[config.mk]
export PLATFORM = sky130hd
export DESIGN_NAME = ibex_simple_system_bus_watchdog
export DESIGN_NICKNAME = d
export VERILOG_FILES = /design/src/rtl/ibex_simple_system_pkg.sv /design/src/rtl/ibex_simple_system_sat_cnt.sv /design/src/rtl/ibex_simple_system_bus_watchdog.sv
export SDC_FILE = /design/constraint.sdc
export NUM_CORES = 1
export LEC_CHECK = 0
export BUFFER_PORTS_ARGS = -buffer_cell sky130_fd_sc_hd__buf_2
export CORE_ASPECT_RATIO = 0.6
export CORE_UTILIZATION = 35
export CTS_CLUSTER_SIZE = 16
export DETAILED_ROUTE_END_ITERATION = 10
export PLACE_DENSITY = 0.78
export SLEW_MARGIN = 10
export SYNTH_ARGS = -nofsm -noshare
export SYNTH_HDL_FRONTEND = slang
export SYNTH_SLANG_ARGS = --single-unit
[constraint.sdc]
create_clock -name clk_i -period 2.1 [get_ports clk_i]
set_input_delay 0 -clock clk_i [delete_from_list [all_inputs] [get_ports clk_i]]
set_output_delay 0 -clock clk_i [all_outputs]
set_load 0.02 [all_outputs]
[src/rtl/ibex_simple_system_pkg.sv]
// Shared types and constants for the simple-system bus watchdog slice.
package ibex_simple_system_pkg;

    // Bus field widths of the Ibex data bus
    localparam int unsigned BusAddrW = 32;
    localparam int unsigned BusDataW = 32;
    localparam int unsigned BusBeW   = 4;

    // Read data returned with a forced timeout error
    localparam logic [BusDataW-1:0] BusWdErrRdata = 32'h0;

    // Watchdog FSM states
    typedef enum logic [1:0] {
        IDLE  = 2'd0,
        WAIT  = 2'd1,
        DRAIN = 2'd2
    } bus_wd_state_e;

endpackage

[src/rtl/ibex_simple_system_sat_cnt.sv]
// Saturating up-counter with synchronous clear; holds at all-ones.
module ibex_simple_system_sat_cnt #(
    parameter int unsigned Width = 16
) (
    input  logic             clk_i,
    input  logic             rst_i,
    input  logic             clr_i,
    input  logic             inc_i,
    output logic [Width-1:0] cnt_o
);

    localparam logic [Width-1:0] CntOne = Width'(1);
    localparam logic [Width-1:0] CntMax = '1;

    logic [Width-1:0] cnt_q;
    logic [Width-1:0] cnt_d;

    // Next value: clear wins, otherwise increment unless already saturated
    always_comb begin
        cnt_d = cnt_q;
        if (clr_i) begin
            cnt_d = '0;
        end else if (inc_i && (cnt_q != CntMax)) begin
            cnt_d = cnt_q + CntOne;
        end
    end

    // Count register
    always_ff @(posedge clk_i) begin
        if (rst_i) begin
            cnt_q <= '0;
        end else begin
            cnt_q <= cnt_d;
        end
    end

    assign cnt_o = cnt_q;

endmodule

[src/rtl/ibex_simple_system_bus_watchdog.sv]
// Single-outstanding bus stage that forwards requests to a peripheral and
// substitutes an error response when the peripheral stays silent too long.
module ibex_simple_system_bus_watchdog
    import ibex_simple_system_pkg::*;
#(
    parameter int unsigned TimeoutCycles = 16,
    parameter int unsigned DrainCycles   = 16
) (
    input  logic                clk_i,
    input  logic                rst_i,

    input  logic                host_req_i,
    output logic                host_gnt_o,
    input  logic                host_we_i,
    input  logic [BusBeW-1:0]   host_be_i,
    input  logic [BusAddrW-1:0] host_addr_i,
    input  logic [BusDataW-1:0] host_wdata_i,
    output logic                host_rvalid_o,
    output logic [BusDataW-1:0] host_rdata_o,
    output logic                host_err_o,

    output logic                dev_req_o,
    output logic                dev_we_o,
    output logic [BusBeW-1:0]   dev_be_o,
    output logic [BusAddrW-1:0] dev_addr_o,
    output logic [BusDataW-1:0] dev_wdata_o,
    input  logic                dev_rvalid_i,
    input  logic [BusDataW-1:0] dev_rdata_i,
    input  logic                dev_err_i,

    output logic                busy_o,
    output logic [15:0]         timeout_cnt_o
);

    localparam logic [15:0] TimeoutLast = 16'(TimeoutCycles - 1);
    localparam logic [15:0] DrainLast   = 16'(DrainCycles - 1);
    localparam logic [15:0] CycOne      = 16'd1;

    bus_wd_state_e state_q, state_d;
    logic [15:0]   cyc_q, cyc_d;
    logic          gnt;
    logic          accept;
    logic          timeout_inc;

    // Request fields pass straight through; only the handshake is gated
    assign dev_we_o    = host_we_i;
    assign dev_be_o    = host_be_i;
    assign dev_addr_o  = host_addr_i;
    assign dev_wdata_o = host_wdata_i;

    // Grant when idle, or when the outstanding response completes this cycle
    assign gnt        = (state_q == IDLE) || ((state_q == WAIT) && dev_rvalid_i);
    assign accept     = host_req_i && gnt;
    assign host_gnt_o = gnt;
    assign dev_req_o  = accept;
    assign busy_o     = (state_q != IDLE);

    // Next-state, cycle counter and host response decode
    always_comb begin
        state_d       = state_q;
        cyc_d         = cyc_q;
        host_rvalid_o = 1'b0;
        host_rdata_o  = '0;
        host_err_o    = 1'b0;
        timeout_inc   = 1'b0;

        case (state_q)
            IDLE: begin
                // Stray device responses here are dropped
                if (accept) begin
                    state_d = WAIT;
                    cyc_d   = '0;
                end
            end

            WAIT: begin
                if (dev_rvalid_i) begin
                    host_rvalid_o = 1'b1;
                    host_rdata_o  = dev_rdata_i;
                    host_err_o    = dev_err_i;
                    if (accept) begin
                        state_d = WAIT;
                        cyc_d   = '0;
                    end else begin
                        state_d = IDLE;
                    end
                end else if (cyc_q == TimeoutLast) begin
                    // Peripheral never answered: synthesise an error response
                    host_rvalid_o = 1'b1;
                    host_rdata_o  = BusWdErrRdata;
                    host_err_o    = 1'b1;
                    timeout_inc   = 1'b1;
                    state_d       = DRAIN;
                    cyc_d         = '0;
                end else begin
                    cyc_d = cyc_q + CycOne;
                end
            end

            DRAIN: begin
                // Absorb a late response so it cannot be mistaken for a new one
                if (dev_rvalid_i) begin
                    state_d = IDLE;
                end else if (cyc_q == DrainLast) begin
                    state_d = IDLE;
                end else begin
                    cyc_d = cyc_q + CycOne;
                end
            end

            default: begin
                state_d = IDLE;
                cyc_d   = '0;
            end
        endcase
    end

    // State and cycle counter registers
    always_ff @(posedge clk_i) begin
        if (rst_i) begin
            state_q <= IDLE;
            cyc_q   <= '0;
        end else begin
            state_q <= state_d;
            cyc_q   <= cyc_d;
        end
    end

    ibex_simple_system_sat_cnt #(
        .Width (16)
    ) u_timeout_cnt (
        .clk_i (clk_i),
        .rst_i (rst_i),
        .clr_i (1'b0),
        .inc_i (timeout_inc),
        .cnt_o (timeout_cnt_o)
    );

endmodule

# Word-level counts from Yosys, hierarchy flattened
# Cells that the tools add are included.
totals:
  reg_bits: 34
  word_cells: 44
op_classes:
  add_sub_neg: 2
  eq_ne: 9
  n_mux: 22
  n_reduce_logical: 8
ops:
  columns: ["cell", "count"]
  rows:
  - ["16-bit two-way mux", 5]
  - ["32-bit two-way mux", 2]
  - ["16-bit case mux with 3 select lines", 1]
  - ["16-bit by 1-bit adder with 16-bit output, second input constant", 2]
  - ["16-bit by 4-bit equality test with 1-bit output, second input constant", 1]
  - ["16-bit inequality test, second input constant", 1]
  - ["2-bit two-way mux", 5]
  - ["1-bit two-way mux", 8]
  - ["2-bit inequality test, second input constant", 3]
  - ["2-bit case mux with 3 select lines", 1]
  - ["1-bit logical AND", 3]
  - ["3-bit by 2-bit inequality test with 1-bit output, second input constant", 1]
  - ["3-bit inequality test, second input constant", 1]
  - ["3-bit AND reduction", 1]
  - ["2-bit by 1-bit equality test with 1-bit output, second input constant", 1]
  - ["2-bit equality test, second input constant", 1]
  - ["2-bit zero test", 1]
  - ["2-bit AND reduction", 1]
  - ["2-bit nonzero test", 1]
  - ["1-bit logical OR", 1]

# Logic depth before layout (Yosys ltp)
depth:
  depth_word: 7
  mapped_depth: 9

# By module
# From an unflattened synthesis, not the netlist that was laid out.
hier_totals:
  hier_cells: 368
  area_unflattened_um2: 2986.6
by_module_without_submodules:
  columns: ["mod", "instances", "cells_per_inst", "area_each_um2", "seq_area_each_um2"]
  rows:
  - ["ibex_simple_system_bus_watchdog", 1, 266, 2069.5, 360.3]
  - ["ibex_simple_system_sat_cnt", 1, 102, 917.1, 320.3]

# Least setup slack after synthesis
# OpenSTA, ideal clock, no wires.
synth_path:
  path_kind: "flip-flop to flip-flop"
  from: "reg cyc_q[11]"
  to: "reg u_timeout_cnt.cnt_q[15] (netlist: u_timeout_cnt.cnt_o[15])"
  setup_ns: 0.071
  arrival_time_ns: 2.292
  t_required_ns: 2.029
  slack_ns: -0.262
  path_stages_with_launch: 8
  cell_sequence: "dfxtp_1 -> or4_4 -> or4_1 -> buf_2 -> nor3_4 -> nand4_2 -> or3_1 -> a21oi_1"
synth_via:
  elab_chain_len: 5
synth_rtl:
  columns: ["element", "line_no", "rtl"]
  rows:
  - ["start, declared", "ibex_simple_system_bus_watchdog.sv:40", "logic [15:0] cyc_q, cyc_d;"]
  - ["start signal, assigned", "ibex_simple_system_bus_watchdog.sv:125", "cyc_q <= cyc_d;"]
  - ["16-bit by 4-bit equality test with 1-bit output", "ibex_simple_system_bus_watchdog.sv:87", "end else if (cyc_q == TimeoutLast) begin"]
  - ["1-bit two-way mux", "ibex_simple_system_bus_watchdog.sv:87", null]
  - ["1-bit two-way mux", "ibex_simple_system_bus_watchdog.sv:77", "if (dev_rvalid_i) begin"]
  - ["1-bit two-way mux", "ibex_simple_system_bus_watchdog.sv:67", "case (state_q)"]
  - ["1-bit logical AND", "ibex_simple_system_sat_cnt.sv:23", "end else if (inc_i && (cnt_q != CntMax)) begin"]
  - ["end signal, assigned", "ibex_simple_system_sat_cnt.sv:33", "cnt_q <= cnt_d;"]
  - ["end, declared", "ibex_simple_system_sat_cnt.sv:15", "logic [Width-1:0] cnt_q;"]
# Every way passes these cells.
# A chain may end at the register's enable or synchronous reset.

# Final worst setup path
layout_path:
  from: "reg cyc_q[6]"
  to: "out host_err_o"
layout_via:
  elab_chain_len: 4
layout_rtl:
  columns: ["element", "line_no", "rtl"]
  rows:
  - ["16-bit by 4-bit equality test with 1-bit output", "ibex_simple_system_bus_watchdog.sv:87", null]
  - ["1-bit two-way mux", "ibex_simple_system_bus_watchdog.sv:87", null]
  - ["1-bit two-way mux", "ibex_simple_system_bus_watchdog.sv:77", null]
  - ["1-bit two-way mux", "ibex_simple_system_bus_watchdog.sv:67", null]
  - ["end, declared", "ibex_simple_system_bus_watchdog.sv:20", "output logic host_err_o,"]
# Every way passes these cells.

==> summary.md <==
| Metric | Value |
|---|---|
| Status | finished with violations |
| Violations in the final reports | negative setup slack |
| Most used flip-flop cell after synthesis | sky130_fd_sc_hd__dfxtp_1 |
| Count of final setup violators | 35 |
| Die outline area | 7970 um^2 |
| Post-layout utilization of the core | 0.481 |
| Required arrival time at the worst endpoint | 2.10 ns |
| Largest cells by area after synthesis | sky130_fd_sc_hd__dfxtp_1, sky130_fd_sc_hd__buf_4, sky130_fd_sc_hd__and3_1 |
| Fraction of layout cells with a size suffix above 1 | 0.473 |
| Skew-Pair Late Insertion Delay | 0.29 ns |
| Maximum ir drop on the vdd rail | about 0.36 mV |
| DRC violation total after the first TritonRoute iteration | 386 |
| Setup crit start kind | flip-flop |
| Fraction of the cycle the final worst path needs | 1.14 |
| Clock tree from TritonCTS | built |
| Transition time at the pin with the least slew margin | 0.701 ns |
| Synthesis-stage register bit count | 34 |
| Number of pins with negative max-slew slack in the final report | 0 |
| Synth Net Count | around 470 |
| Tot Pwr | 1.90 mW |
| Share of synthesized area occupied by flip-flops and latches | 0.256 |
| Area fraction of the dominant cell type after synthesis | 0.256 |
| Leakage Power | 1.71 nW |
| Antenna fix cells | 0 |
| Overflow after GRT | 0 |
| Setup repair after global routing missed its margin | yes |
| Y dimension of the die | roughly 70 um |
| Routability-driven placement congestion ratio | 0.925 |
| Width of the die | 115 um |
| Synthesis warning total | 0 |
| Remaining routing DRC violations | 0 |
| Arrival @ worst endpoint | 2.39 ns |
| Area of the mapped netlist | 2660 um^2 |
| Initial antenna violation count | 0 |
| Via count of the first global-routing pass | 2,502 |
| Layout overhead on the synthesized area | 31.9% |
| Routed WL | 8740 um |
| Final Critical Period | 2.39 ns |
| Cts bufs inserted | 5 |
| Num Clock Sinks | 34 |
| Synthesized area per cell | 7.43 um^2 |
| Via-per-instance ratio | 5.51 |
| Number of buffer cells added on primary ports | 89 |
| Cell at the root of the clock tree | sky130_fd_sc_hd__clkbuf_16 |
| Number of different library cells in the post-synthesis netlist | 44 |
| H-tree levels | 2 |
| Min setup slack post-route | -0.286 ns |
| Power per cell area | 540 nW/um^2 |
| Max Root-Sink Buffers | 2 |
| Boundary pin count | 228 |
| Layout Nets | 526 |
| Element type at the critical path end | output port |
| Worst rel slew slack | 0.533 |
| Worst min-delay path category | primary input to output port |
| Worst Hold Slack | 0.00000713 ns |
| Global-route wire length before repair | about 13,000 um |
| Initial cell density of the core | 0.365 |
| Count of flip-flops with a built-in enable after synthesis | 0 |
| Hpwl dp | 5710 um |
| Core Box Area | 7300 um^2 |
| Library cell with the highest instance count after synthesis | sky130_fd_sc_hd__buf_4 |
| Total number of placement rows | 24 |
| Achievable frequency | 419 MHz |
| First drt pass iteration count | 5 |
| Cell count after synthesis | 358 |
| Fraction of synthesis flops using an asynchronous set or reset pin | 0 |
| Commonest cells post-synth | sky130_fd_sc_hd__buf_4, sky130_fd_sc_hd__and3_1, sky130_fd_sc_hd__nor2_1, sky130_fd_sc_hd__dfxtp_1, sky130_fd_sc_hd__a21oi_1 |
| Hold violation count in the final report | 0 |
| Maximum Capacitance Violations | 0 |
| Critical path class | flip-flop to output port |
| Final routed wire length divided by cell count | 16.7 um |
| Detailed-route via count | 2,882 |
| Clock edge transition at the registers on the reported setup and hold paths | ~0.06 ns |
| Top cell type by total area after synthesis | sky130_fd_sc_hd__dfxtp_1 |
| Global-route usage over all layers | 0.207 |
| Max Fanout on Critical Path | 4 |
| Maximum number of pins on one net before global-route repair | 36 |
| Final setup skew | 0.00979 ns |
| Number of nets still failing antenna checks after routing | 0 |
## cells by family after synthesis
family          after synthesis  synth area share
compound gates               60             0.140
xor+xnor                     13            0.0428
flops                        34             0.256
fa+ha+maj                     2           0.00940
mux                           1           0.00423
buf+inv                      95             0.232
simple gates                153             0.315
## layout make-up
cell class                      instances  area (um^2)
Timing Repair Buffer                  141          886
Multi-Input combinational cell        230         1590
Clock inverter                          3         68.8
Fill cell                             660         3790
Inverter                                6         22.5
Clock buffer                            5          125
Tap cell                              104          130
Sequential cell                        34          686
## registers in the layout (all words and copies together), names as in the netlist
name,flops
state_q,2
u_timeout_cnt.cnt_o,16
cyc_q,16
## repair_timing
item | 4_1_cts | 5_1_grt
buffers inserted | 7 | 3
gates cloned | 2 | 0
hold buffers | 0 | 0
setup endpoints to repair | 33 | 36
pin swaps | 29 | 11
gates resized for setup | 45 | 17
## per-layer routing
metal,vias to the layer above,wire length [um],global-route usage
li1,1325,-,-
met1,1359,3820,0.292
met4,0,248,0.0779
met2,168,3720,0.273
met3,30,956,0.0892
met5,-,0,0
## power by group
part           internal, mW  leakage (nW)  total [mW]  switching, mW
sequential            0.647         0.276       0.651        0.00341
combinational         0.108          1.34       0.266          0.158
clock                 0.682        0.0940       0.980          0.298
## cell usage in the layout, fill, tap and decap left out, types with 10 or more instances in the layout
cell,instances
sky130_fd_sc_hd__nor2_1,32
sky130_fd_sc_hd__nand2_1,12
sky130_fd_sc_hd__buf_2,87
sky130_fd_sc_hd__buf_4,42
sky130_fd_sc_hd__dfxtp_1,30
sky130_fd_sc_hd__and3_1,42
sky130_fd_sc_hd__a21oi_1,14
sky130_fd_sc_hd__xor2_1,13
sky130_fd_sc_hd__a21oi_2,10
sky130_fd_sc_hd__buf_6,12
## worst paths after layout
path | startpoint | to | slack, ns | cells past startpoint
min | host_wdata_i[11] | dev_wdata_o[11] | 0.000007 | 0
max | cyc_q[6] | host_err_o | -0.29 | 8
max reg2reg | cyc_q[6] | u_timeout_cnt.cnt_o[12] | -0.28 | 6
min reg2reg | u_timeout_cnt.cnt_o[1] | u_timeout_cnt.cnt_o[1] | 0.51 | 2
## critical path, cell delays in order, from the launching register on
cell                      delay (ns)
sky130_fd_sc_hd__dfxtp_1        0.31
sky130_fd_sc_hd__or4_4          0.56
sky130_fd_sc_hd__or4_4          0.58
sky130_fd_sc_hd__buf_6          0.15
sky130_fd_sc_hd__nor2_4         0.09
sky130_fd_sc_hd__buf_6          0.10
sky130_fd_sc_hd__a21oi_1        0.03
sky130_fd_sc_hd__nor2_1         0.11
sky130_fd_sc_hd__buf_4          0.15
## stage by stage
step	cell area (um^2)	setup WS, ns	setup TNS, ns	cells
after floorplan	2720	-0.258	-2.57	358
after global placement	3010	-0.211	-3.99	504
after detailed placement	3010	-0.222	-4.76	504
after CTS	3420	-0.275	-6.02	521
after global routing	3510	-0.339	-8.99	523
final	3510	-0.286	-7.06	523
(Power assumes the default switching activity.)
